### src/rtl/ms_alu_mc.sv
// Multi-cycle bus ALU: operand register A, result register G, output register Q.
// Single-cycle ADD/SUB/NEG/logic/SHL plus a WIDTH-cycle shift-add multiply with Busy/Done.
module ms_alu_mc #(
    parameter int unsigned WIDTH   = 10,
    parameter int unsigned SHAMT_W = $clog2(WIDTH)
) (
    input  logic             CLKb,
    input  logic             Reset,
    input  logic [WIDTH-1:0] OP,
    input  logic [2:0]       ALUControl,
    input  logic             Ain,
    input  logic             Gin,
    input  logic             Gout,
    output logic [WIDTH-1:0] Q,
    output logic [3:0]       Flags,
    output logic             Busy,
    output logic             Done
);

    localparam int unsigned AW    = 2 * WIDTH;
    localparam int unsigned CNT_W = $clog2(WIDTH);

    localparam logic [2:0] OP_ADD = 3'b000;
    localparam logic [2:0] OP_SUB = 3'b001;
    localparam logic [2:0] OP_NEG = 3'b010;
    localparam logic [2:0] OP_AND = 3'b011;
    localparam logic [2:0] OP_OR  = 3'b100;
    localparam logic [2:0] OP_XOR = 3'b101;
    localparam logic [2:0] OP_SHL = 3'b110;
    localparam logic [2:0] OP_MUL = 3'b111;

    typedef enum logic {
        S_IDLE,
        S_MUL
    } state_t;

    state_t             state_q;
    logic [WIDTH-1:0]   a_q;
    logic [WIDTH-1:0]   g_q;
    logic [WIDTH-1:0]   q_q;
    logic [3:0]         flags_q;
    logic               busy_q;
    logic               done_q;
    logic [AW-1:0]      mcand_q;
    logic [WIDTH-1:0]   mplier_q;
    logic [AW-1:0]      acc_q;
    logic [CNT_W-1:0]   count_q;

    logic [WIDTH-1:0]   res_c;
    logic               carry_c;
    logic               ovf_c;
    logic [WIDTH:0]     sum_c;
    logic [WIDTH-1:0]   diff_c;
    logic [WIDTH-1:0]   neg_c;
    logic [AW-1:0]      shl_c;
    logic [SHAMT_W-1:0] shamt_c;
    logic [AW-1:0]      acc_nx_c;

    // Single-cycle result and carry/overflow, evaluated against the current A.
    always_comb begin
        res_c    = '0;
        carry_c  = 1'b0;
        ovf_c    = 1'b0;
        shamt_c  = OP[SHAMT_W-1:0];
        sum_c    = {1'b0, a_q} + {1'b0, OP};
        diff_c   = a_q - OP;
        neg_c    = WIDTH'(0) - OP;
        shl_c    = AW'(a_q) << shamt_c;
        acc_nx_c = acc_q + (mplier_q[0] ? mcand_q : AW'(0));
        case (ALUControl)
            OP_ADD: begin
                res_c   = sum_c[WIDTH-1:0];
                carry_c = sum_c[WIDTH];
                ovf_c   = (a_q[WIDTH-1] == OP[WIDTH-1]) && (sum_c[WIDTH-1] != a_q[WIDTH-1]);
            end
            OP_SUB: begin
                res_c   = diff_c;
                carry_c = (a_q < OP);
                ovf_c   = (a_q[WIDTH-1] != OP[WIDTH-1]) && (diff_c[WIDTH-1] != a_q[WIDTH-1]);
            end
            OP_NEG: begin
                res_c   = neg_c;
                carry_c = (OP != '0);
                ovf_c   = (OP == {1'b1, (WIDTH-1)'(0)});
            end
            OP_AND: res_c = a_q & OP;
            OP_OR:  res_c = a_q | OP;
            OP_XOR: res_c = a_q ^ OP;
            OP_SHL: begin
                // Shifting by WIDTH or more pushes every bit of A out.
                if (32'(shamt_c) >= WIDTH) begin
                    res_c   = '0;
                    carry_c = |a_q;
                end else begin
                    res_c   = shl_c[WIDTH-1:0];
                    carry_c = |shl_c[AW-1:WIDTH];
                end
            end
            default: res_c = '0;
        endcase
    end

    // Control FSM, register file and multiply datapath.
    always_ff @(negedge CLKb) begin
        if (Reset) begin
            state_q  <= S_IDLE;
            a_q      <= '0;
            g_q      <= '0;
            q_q      <= '0;
            flags_q  <= '0;
            busy_q   <= 1'b0;
            done_q   <= 1'b0;
            mcand_q  <= '0;
            mplier_q <= '0;
            acc_q    <= '0;
            count_q  <= '0;
        end else begin
            done_q <= 1'b0;
            if (Gout) begin
                q_q <= g_q;
            end
            case (state_q)
                S_IDLE: begin
                    if (Ain) begin
                        a_q <= OP;
                    end
                    if (Gin) begin
                        if (ALUControl == OP_MUL) begin
                            mcand_q  <= AW'(a_q);
                            mplier_q <= OP;
                            acc_q    <= '0;
                            count_q  <= '0;
                            busy_q   <= 1'b1;
                            state_q  <= S_MUL;
                        end else begin
                            g_q     <= res_c;
                            flags_q <= {(res_c == '0), res_c[WIDTH-1], carry_c, ovf_c};
                        end
                    end
                end
                S_MUL: begin
                    acc_q    <= acc_nx_c;
                    mcand_q  <= mcand_q << 1;
                    mplier_q <= mplier_q >> 1;
                    count_q  <= count_q + CNT_W'(1);
                    if (count_q == CNT_W'(WIDTH - 1)) begin
                        g_q     <= acc_nx_c[WIDTH-1:0];
                        flags_q <= {(acc_nx_c[WIDTH-1:0] == '0), acc_nx_c[WIDTH-1],
                                    |acc_nx_c[AW-1:WIDTH], 1'b0};
                        busy_q  <= 1'b0;
                        done_q  <= 1'b1;
                        state_q <= S_IDLE;
                    end
                end
                default: state_q <= S_IDLE;
            endcase
        end
    end

    assign Q     = q_q;
    assign Flags = flags_q;
    assign Busy  = busy_q;
    assign Done  = done_q;

endmodule

### config.mk
export PLATFORM = sky130hd
export DESIGN_NAME = ms_alu_mc
export DESIGN_NICKNAME = d
export VERILOG_FILES = /design/src/rtl/ms_alu_mc.sv
export SDC_FILE = /design/constraint.sdc
export NUM_CORES = 1
export LEC_CHECK = 0
export BUFFER_PORTS_ARGS = -buffer_cell sky130_fd_sc_hd__buf_2
export CAP_MARGIN = 10
export CORE_MARGIN = 2
export CORE_UTILIZATION = 35
export CTS_CLUSTER_DIAMETER = 40
export DETAILED_ROUTE_END_ITERATION = 6
export PLACE_DENSITY = 0.5
export REMOVE_ABC_BUFFERS = 1
export SETUP_SLACK_MARGIN = 0.02
export SLEW_MARGIN = 20
export SYNTH_ARGS = -nofsm -noshare
export SYNTH_HDL_FRONTEND = slang
export SYNTH_SLANG_ARGS = --single-unit
### constraint.sdc
create_clock -name CLKb -period 3.7 [get_ports CLKb]
set_input_delay 0 -clock CLKb [delete_from_list [all_inputs] [get_ports CLKb]]
set_output_delay 0 -clock CLKb [all_outputs]
set_load 0.005 [all_outputs]
==> results of run 1 <==
-- power breakdown --
part / switching [mW] / total, mW / internal, mW / leakage [nW]
logic: 0.396 / 0.743 / 0.347 / 3.04
clock network: 0.733 / 1.35 / 0.621 / 0.633
registers: 0.0263 / 1.04 / 1.01 / 0.732
total: 1.16 / 3.13 / 1.98 / 4.41
-- registers in the layout, indices dropped and copies added, names as in the netlist --
signal / cells
acc_q: 20
mcand_q: 20
Q: 10
a_q: 10
mplier_q: 10
g_q: 9
Flags: 4
count_q: 4
Busy: 1
Done: 1
state_q: 1
-- final cells by class --
type	instances	share of cell area (%)
Tap cell	265	3.46
Clock buffer	9	2.35
Multi-Input combinational cell	695	52.8
Inverter	48	1.92
Sequential cell	90	18.8
Timing Repair Buffer	201	16.1
Clock inverter	97	4.51
-- timing repair --
item                       CTS  global route
resized for setup           56            28
pin swaps                   33            28
setup endpoints to repair    7            10
setup buffers                5             7
-- worst max path at each step --
stage | startpoint | cells after the start | slack, ps | to
floorplan | ALUControl[0] | 8 | -540 | Flags[3]
global placement | OP[2] | 10 | -840 | Flags[3]
detailed placement | OP[0] | 12 | -970 | Flags[1]
CTS | OP[0] | 14 | -170 | Flags[3]
global route | OP[0] | 13 | -230 | Flags[1]
finish | OP[1] | 11 | -140 | Flags[3]
-- cell usage after synthesis, drive strengths merged (10+ instances only) --
library cell,instances
nand4,10
o211ai,12
buf,17
nor4,13
nor3,24
a211oi,16
nor2,82
a22oi,20
inv,48
xnor2,19
nand2,86
a31oi,14
dfxtp,90
o21ai,57
a21oi,75
clkbuf,44
mux2i,23
and2,25
ha,55
-- through the flow --
stage | instance area, µm² | power [mW] | util, % | setup slack (ps) | setup TNS (ps)
6_report | 9570 | 3.13 | 49.2 | -142 | -359
5_1_grt | 9570 | 3.37 | 49.2 | -233 | -759
4_1_cts | 9390 | 3.16 | 48.2 | -168 | -393
3_5_place_dp | 8410 | 1.85 | 43.2 | -969 | -7110
3_3_place_gp | 8410 | 1.85 | 43.2 | -837 | -6770
2_1_floorplan | 6680 | 1.49 | - | -537 | -2000
-- worst max-delay path: cells and delay by family --
family | cells | cell delay [ps]
compound gates | 4 | 840
simple gates | 2 | 640
buf+inv | 4 | 470
mux | 1 | 370
-- cell families (layout without fill, tap and decap cells) --
kind of cell | after synthesis | after routing | synth area share [%]
and+or+nand+nor | 300 | 300 | 21.5
AOI/OAI and AO/OA | 283 | 283 | 27.1
buffers and inverters | 110 | 355 | 6.41
DFF | 90 | 90 | 25.9
adders and majority gates | 58 | 58 | 10.8
muxes | 30 | 30 | 5.26
xor gates and xnor gates | 24 | 24 | 3.03
-- routing by layer --
layer	track usage (%)	wire length, µm	vias up	part of all wire [%]
li1	-	-	3761	-
met1	30.8	11100	3588	44
met2	41.0	12000	229	48
met3	5.07	1370	54	5.4
met4	9.45	693	0	2.8
met5	0	0	-	0
==> flow_summary.yaml, run 1 <==
clock_network:
  clock-sinks: 90
  cts_max_level: 3
  cts_buffers: 9
  cts.clk_slew.worst_paths_ps: 30
  ctsHoldBuffers: 0
  cts_tree: "built"
  clk_latency_ps: 430
  clock-root-buffer: "clkbuf_16"
  clockBufferDepth: 2
logic_synthesis:
  synth_top_area_share_pct: 25.9
  synth.distinct_cells: 77
  synth_top_cell_by_area: "dfxtp_1"
  async_reset_ff_share_pct: 0
  synth-edff-count: 0
  syn_inst: 895
  ys_warn_count: 0
  mappedNetlistArea_um2: 6940
  synth.area.top_cells: "dfxtp_1 (26%), ha_1 (9.9%), a21oi_1 (5.4%)"
  syn_avg_cell_area_um2: 7.76
  ys_ff_latch: 90
  synth_flop_cell: "dfxtp_1"
  synth-seq-area-share_pct: 25.9
global_routing:
  grt_pass1_wl_um: 39400
  grt_pass1_vias: 7485
  grt.total_usage_pct: 24.5
  grt-ovfl-total: 0
  grt_max_degree: 63
  grt_antenna_before_repair: 0
timing:
  rsz0062_at_grt: "yes"
  finalHoldViolCount: 0
  postLayoutSetupSlackWorst_ps: -142
  finalSetupViolCount: 5
  fin_skew_ps: 25.1
  fin_hold_ws_ps: 453
  max-slew-margin-rel_pct: 28.8
  worstMarginPinSlew_ps: 1060
  slew_viol_final: 0
finish:
  final_cells: 1405
  final.fill_count: 1970
  register_area_um2: 1800
  layout_common_cells: "buf_4 (155), inv_1 (132), dfxtp_1 (89), nand2_1 (86), nor2_1 (81)"
  syn2layout_area_growth_pct: 37.9
  layout_commonest_cell: "buf_4"
  nets: 1211
  layout-drive-gt1-share_pct: 25.9
  insertedDiodeCount: 0
  multiInputGateArea_um2: 5050
placement:
  io_buffers: 33
  placed_cells: 1288
  dp_hpwl_um: 18800
  place.gp.congestion: 0.938
setup_path:
  slowest_delay_ps: 520
  end_kind: "flip-flop"
  slowest_stage: "or4_1"
  rr_startpoint: "mcand_q[0]"
  criticalPathCategory: "in2reg"
  crit_arrival_ps: 2330
  cpMostUsedCell: "buf_6"
  crit_path_cell_trace: "buf_6 > buf_6 > buf_6 > buf_6 > mux2_2 > o211ai_1 > a21oi_2 > a211oi_1 > nand3_2 > or4_1 > o21ai_1"
  rr_endpoint: "Flags[1]"
  worstSetupStartpointType: "input port"
  r2r_setup_slack_ps: 510
  cp_max_fo: 10
  rr_worst_depth: 12
  required_ps: 2190
min_path:
  hold_start: "Flags[0]"
  hp-class: "reg2reg"
  holdPathEnd: "Flags[0]"
  whs_path_depth: 2
pwr:
  p_per_area_nw_per_um2: 327
  p_leak_nw: 4.41
  ir_drop_uv: 204
drt:
  vias: 7632
  ant_nets: 0
  first_pass_iters: 5
  routed_wl_um: 25100
  wl_per_cell_um: 17.8
  viasPerCell: 5.43
  drt_iter0_drc: 576
  drt_drc_violations_left: 0
die:
  die-height_um: 145
  fp-row-count: 51
  core_um2: 19500
  die_area_um2: 21000
  ios: 34
  initial_core_util_pct: 35.7
  die_x_um: 145
status:
  violations: "negative setup slack"
  status: "complete, but fails checks"
flow_run:
  maxCapViolCount: 0
(Power assumes the default switching activity.)
==> inputs of run 2 (changes only) <==
Settings changed: PLACE_DENSITY 0.5 to 0.52.
Clock period 3.7 ns to 3.2 ns, I/O delays scaled along.
==> run 2 against run 1 <==
  * The flow still finishes with violations (negative setup slack)
  * Worst setup slack got worse by 340 ps
  * Non-clock buffer count is 1 lower
  * Power grew 18%
  * Register-to-register slack got worse by 450 ps
  * Cell count about the same
  * Critical path depth rose by 3
  * Count of clock-buffer cells in the layout unchanged
  * Clock power up 19%
  * Combinational power increased by 19%
  * Sequential cell count did not move
  * First-iteration DRC count rose by 5.2%
  * Global-route usage grew 0.49 points
  * Critical path type unchanged
  * Critical endpoint unchanged
  * Largest cell class unchanged
==> flow_summary.yaml, run 2 (synthesis gave the netlist of run 1 again) <==
status:
  status: "complete, but fails checks"
  violations: "negative setup slack"
drt:
  drt_drc_violations_left: 0
  first_pass_iters: 6
  vias: 7744
  wl_per_cell_um: 18.3
  ant_nets: 0
  drt_iter0_drc: 606
  viasPerCell: 5.52
  routed_wl_um: 25700
timing:
  finalHoldViolCount: 0
  postLayoutSetupSlackWorst_ps: -479
  worstMarginPinSlew_ps: 1010
  finalSetupViolCount: 8
  rsz0062_at_grt: "yes"
  slew_viol_final: 0
  fin_skew_ps: 17.3
  max-slew-margin-rel_pct: 32.3
die:
  die-height_um: 145
  core_um2: 19500
  die_area_um2: 21000
  die_x_um: 145
  fp-row-count: 51
  ios: 34
  initial_core_util_pct: 35.7
finish:
  layout-drive-gt1-share_pct: 27.4
  final_cell_area_um2: 9690
  layout_commonest_cell: "buf_4"
  layout_common_cells: "buf_4 (153), inv_1 (128), dfxtp_1 (90), nand2_1 (81), nor2_1 (80)"
  post-route-util_pct: 49.8
  nets: 1210
  final_cells: 1404
  syn2layout_area_growth_pct: 39.5
  largestRegisters: "acc_q: 20 flops, mcand_q: 20 flops"
  insertedDiodeCount: 0
clock_network:
  cts_buffers: 9
  cts_max_level: 3
  cts.clk_slew.worst_paths_ps: 40
  clock-sinks: 90
  clockBufferDepth: 2
  clock-root-buffer: "clkbuf_16"
  cts_tree: "built"
  ctsHoldBuffers: 0
  clk_latency_ps: 420
setup_path:
  worstSetupStartpointType: "input port"
  end_kind: "flip-flop"
  cp_max_fo: 3
  criticalPathCategory: "in2reg"
  required_ps: 1950
  crit_arrival_ps: 2430
placement:
  dp_hpwl_um: 19200
  placed_cells: 1290
  placed_area_um2: 8400
  io_buffers: 33
  place.gp.congestion: 0.973
pwr:
  p_leak_nw: 4.41
  p_per_area_nw_per_um2: 382
  ir_drop_uv: 255
global_routing:
  grt_pass1_vias: 7660
  grt-ovfl-total: 0
  grt_max_degree: 63
  grt_antenna_before_repair: 0
  grt_pass1_wl_um: 39900
  grt.total_usage_pct: 25.0
min_path:
  hp-class: "reg2reg"
flow_run:
  maxCapViolCount: 0
[run 2: changes by cell type in the layout (fill, tap and decap cells not counted), moves of 3 or more]
cell | before | now
ha_1 | 47 | 40
ha_4 | 6 | 12
nand2_1 | 86 | 81
inv_1 | 132 | 128
a21oi_1 | 70 | 73
clkinv_8 | 3 | 0
inv_2 | 4 | 7
nand2_2 | 0 | 3
nor3_1 | 17 | 20
[run 2: path summary, 6_finish.rpt]
path	from	to	slack, ps	depth (start not counted)
worst max register to register	mplier_q[0]	Flags[1]	60	11
worst min register to register	g_q[1]	g_q[1]	450	2
worst min-delay path	g_q[1]	g_q[1]	450	2
worst max-delay path	OP[0]	Flags[3]	-480	14
[run 2: final cells by class]
cell class,instances,area [µm²]
Clock buffer,9,225
Tap cell,265,332
Fill cell,1987,9770
Clock inverter,97,433
Inverter,48,185
Timing Repair Buffer,200,1560
Sequential cell,90,1800
Multi-Input combinational cell,695,5160
[run 2: report_power, final]
part,internal [mW],total (mW),switching [mW]
combinational,0.412,0.887,0.475
clock,0.784,1.61,0.829
sequential,1.17,1.20,0.0296
[run 2: critical path, stage by stage]
cell      delay (ps)
buf_8            100
buf_6            110
ha_4             150
inv_2             50
fa_2             200
nor3b_4          250
nor3_2            90
buf_4            140
a221o_1          300
nand2_1           70
o211ai_1         130
nand3b_1         190
or4_1            530
o21ai_1          120
[run 2: per-layer routing]
layer  up-vias  GRT usage [%]  wire (µm)
met5         -              0          0
met4         0           12.7        942
met3        65           5.76       1340
met2       260           41.2      12200
met1      3661           30.3      11300
li1       3758              -          -
[run 2: timing repair]
action                     CTS  global route
resized for setup           90            31
setup endpoints to repair   13            13
gates cloned                 0             1
pin swaps                   48            33
buffers inserted             8             5
[run 2: metrics by stage]
stage / hold slack (ps) / TNS [ps] / setup slack [ps] / power [mW]
after global routing: 473 / -2280 / -560 / 3.96
after CTS: 455 / -1380 / -426 / 3.72
after global placement: 444 / -11590 / -1100 / 2.13
after floorplan: 425 / -4540 / -787 / 1.72
final: 448 / -1530 / -479 / 3.70
after detailed placement: 447 / -11960 / -1130 / 2.13
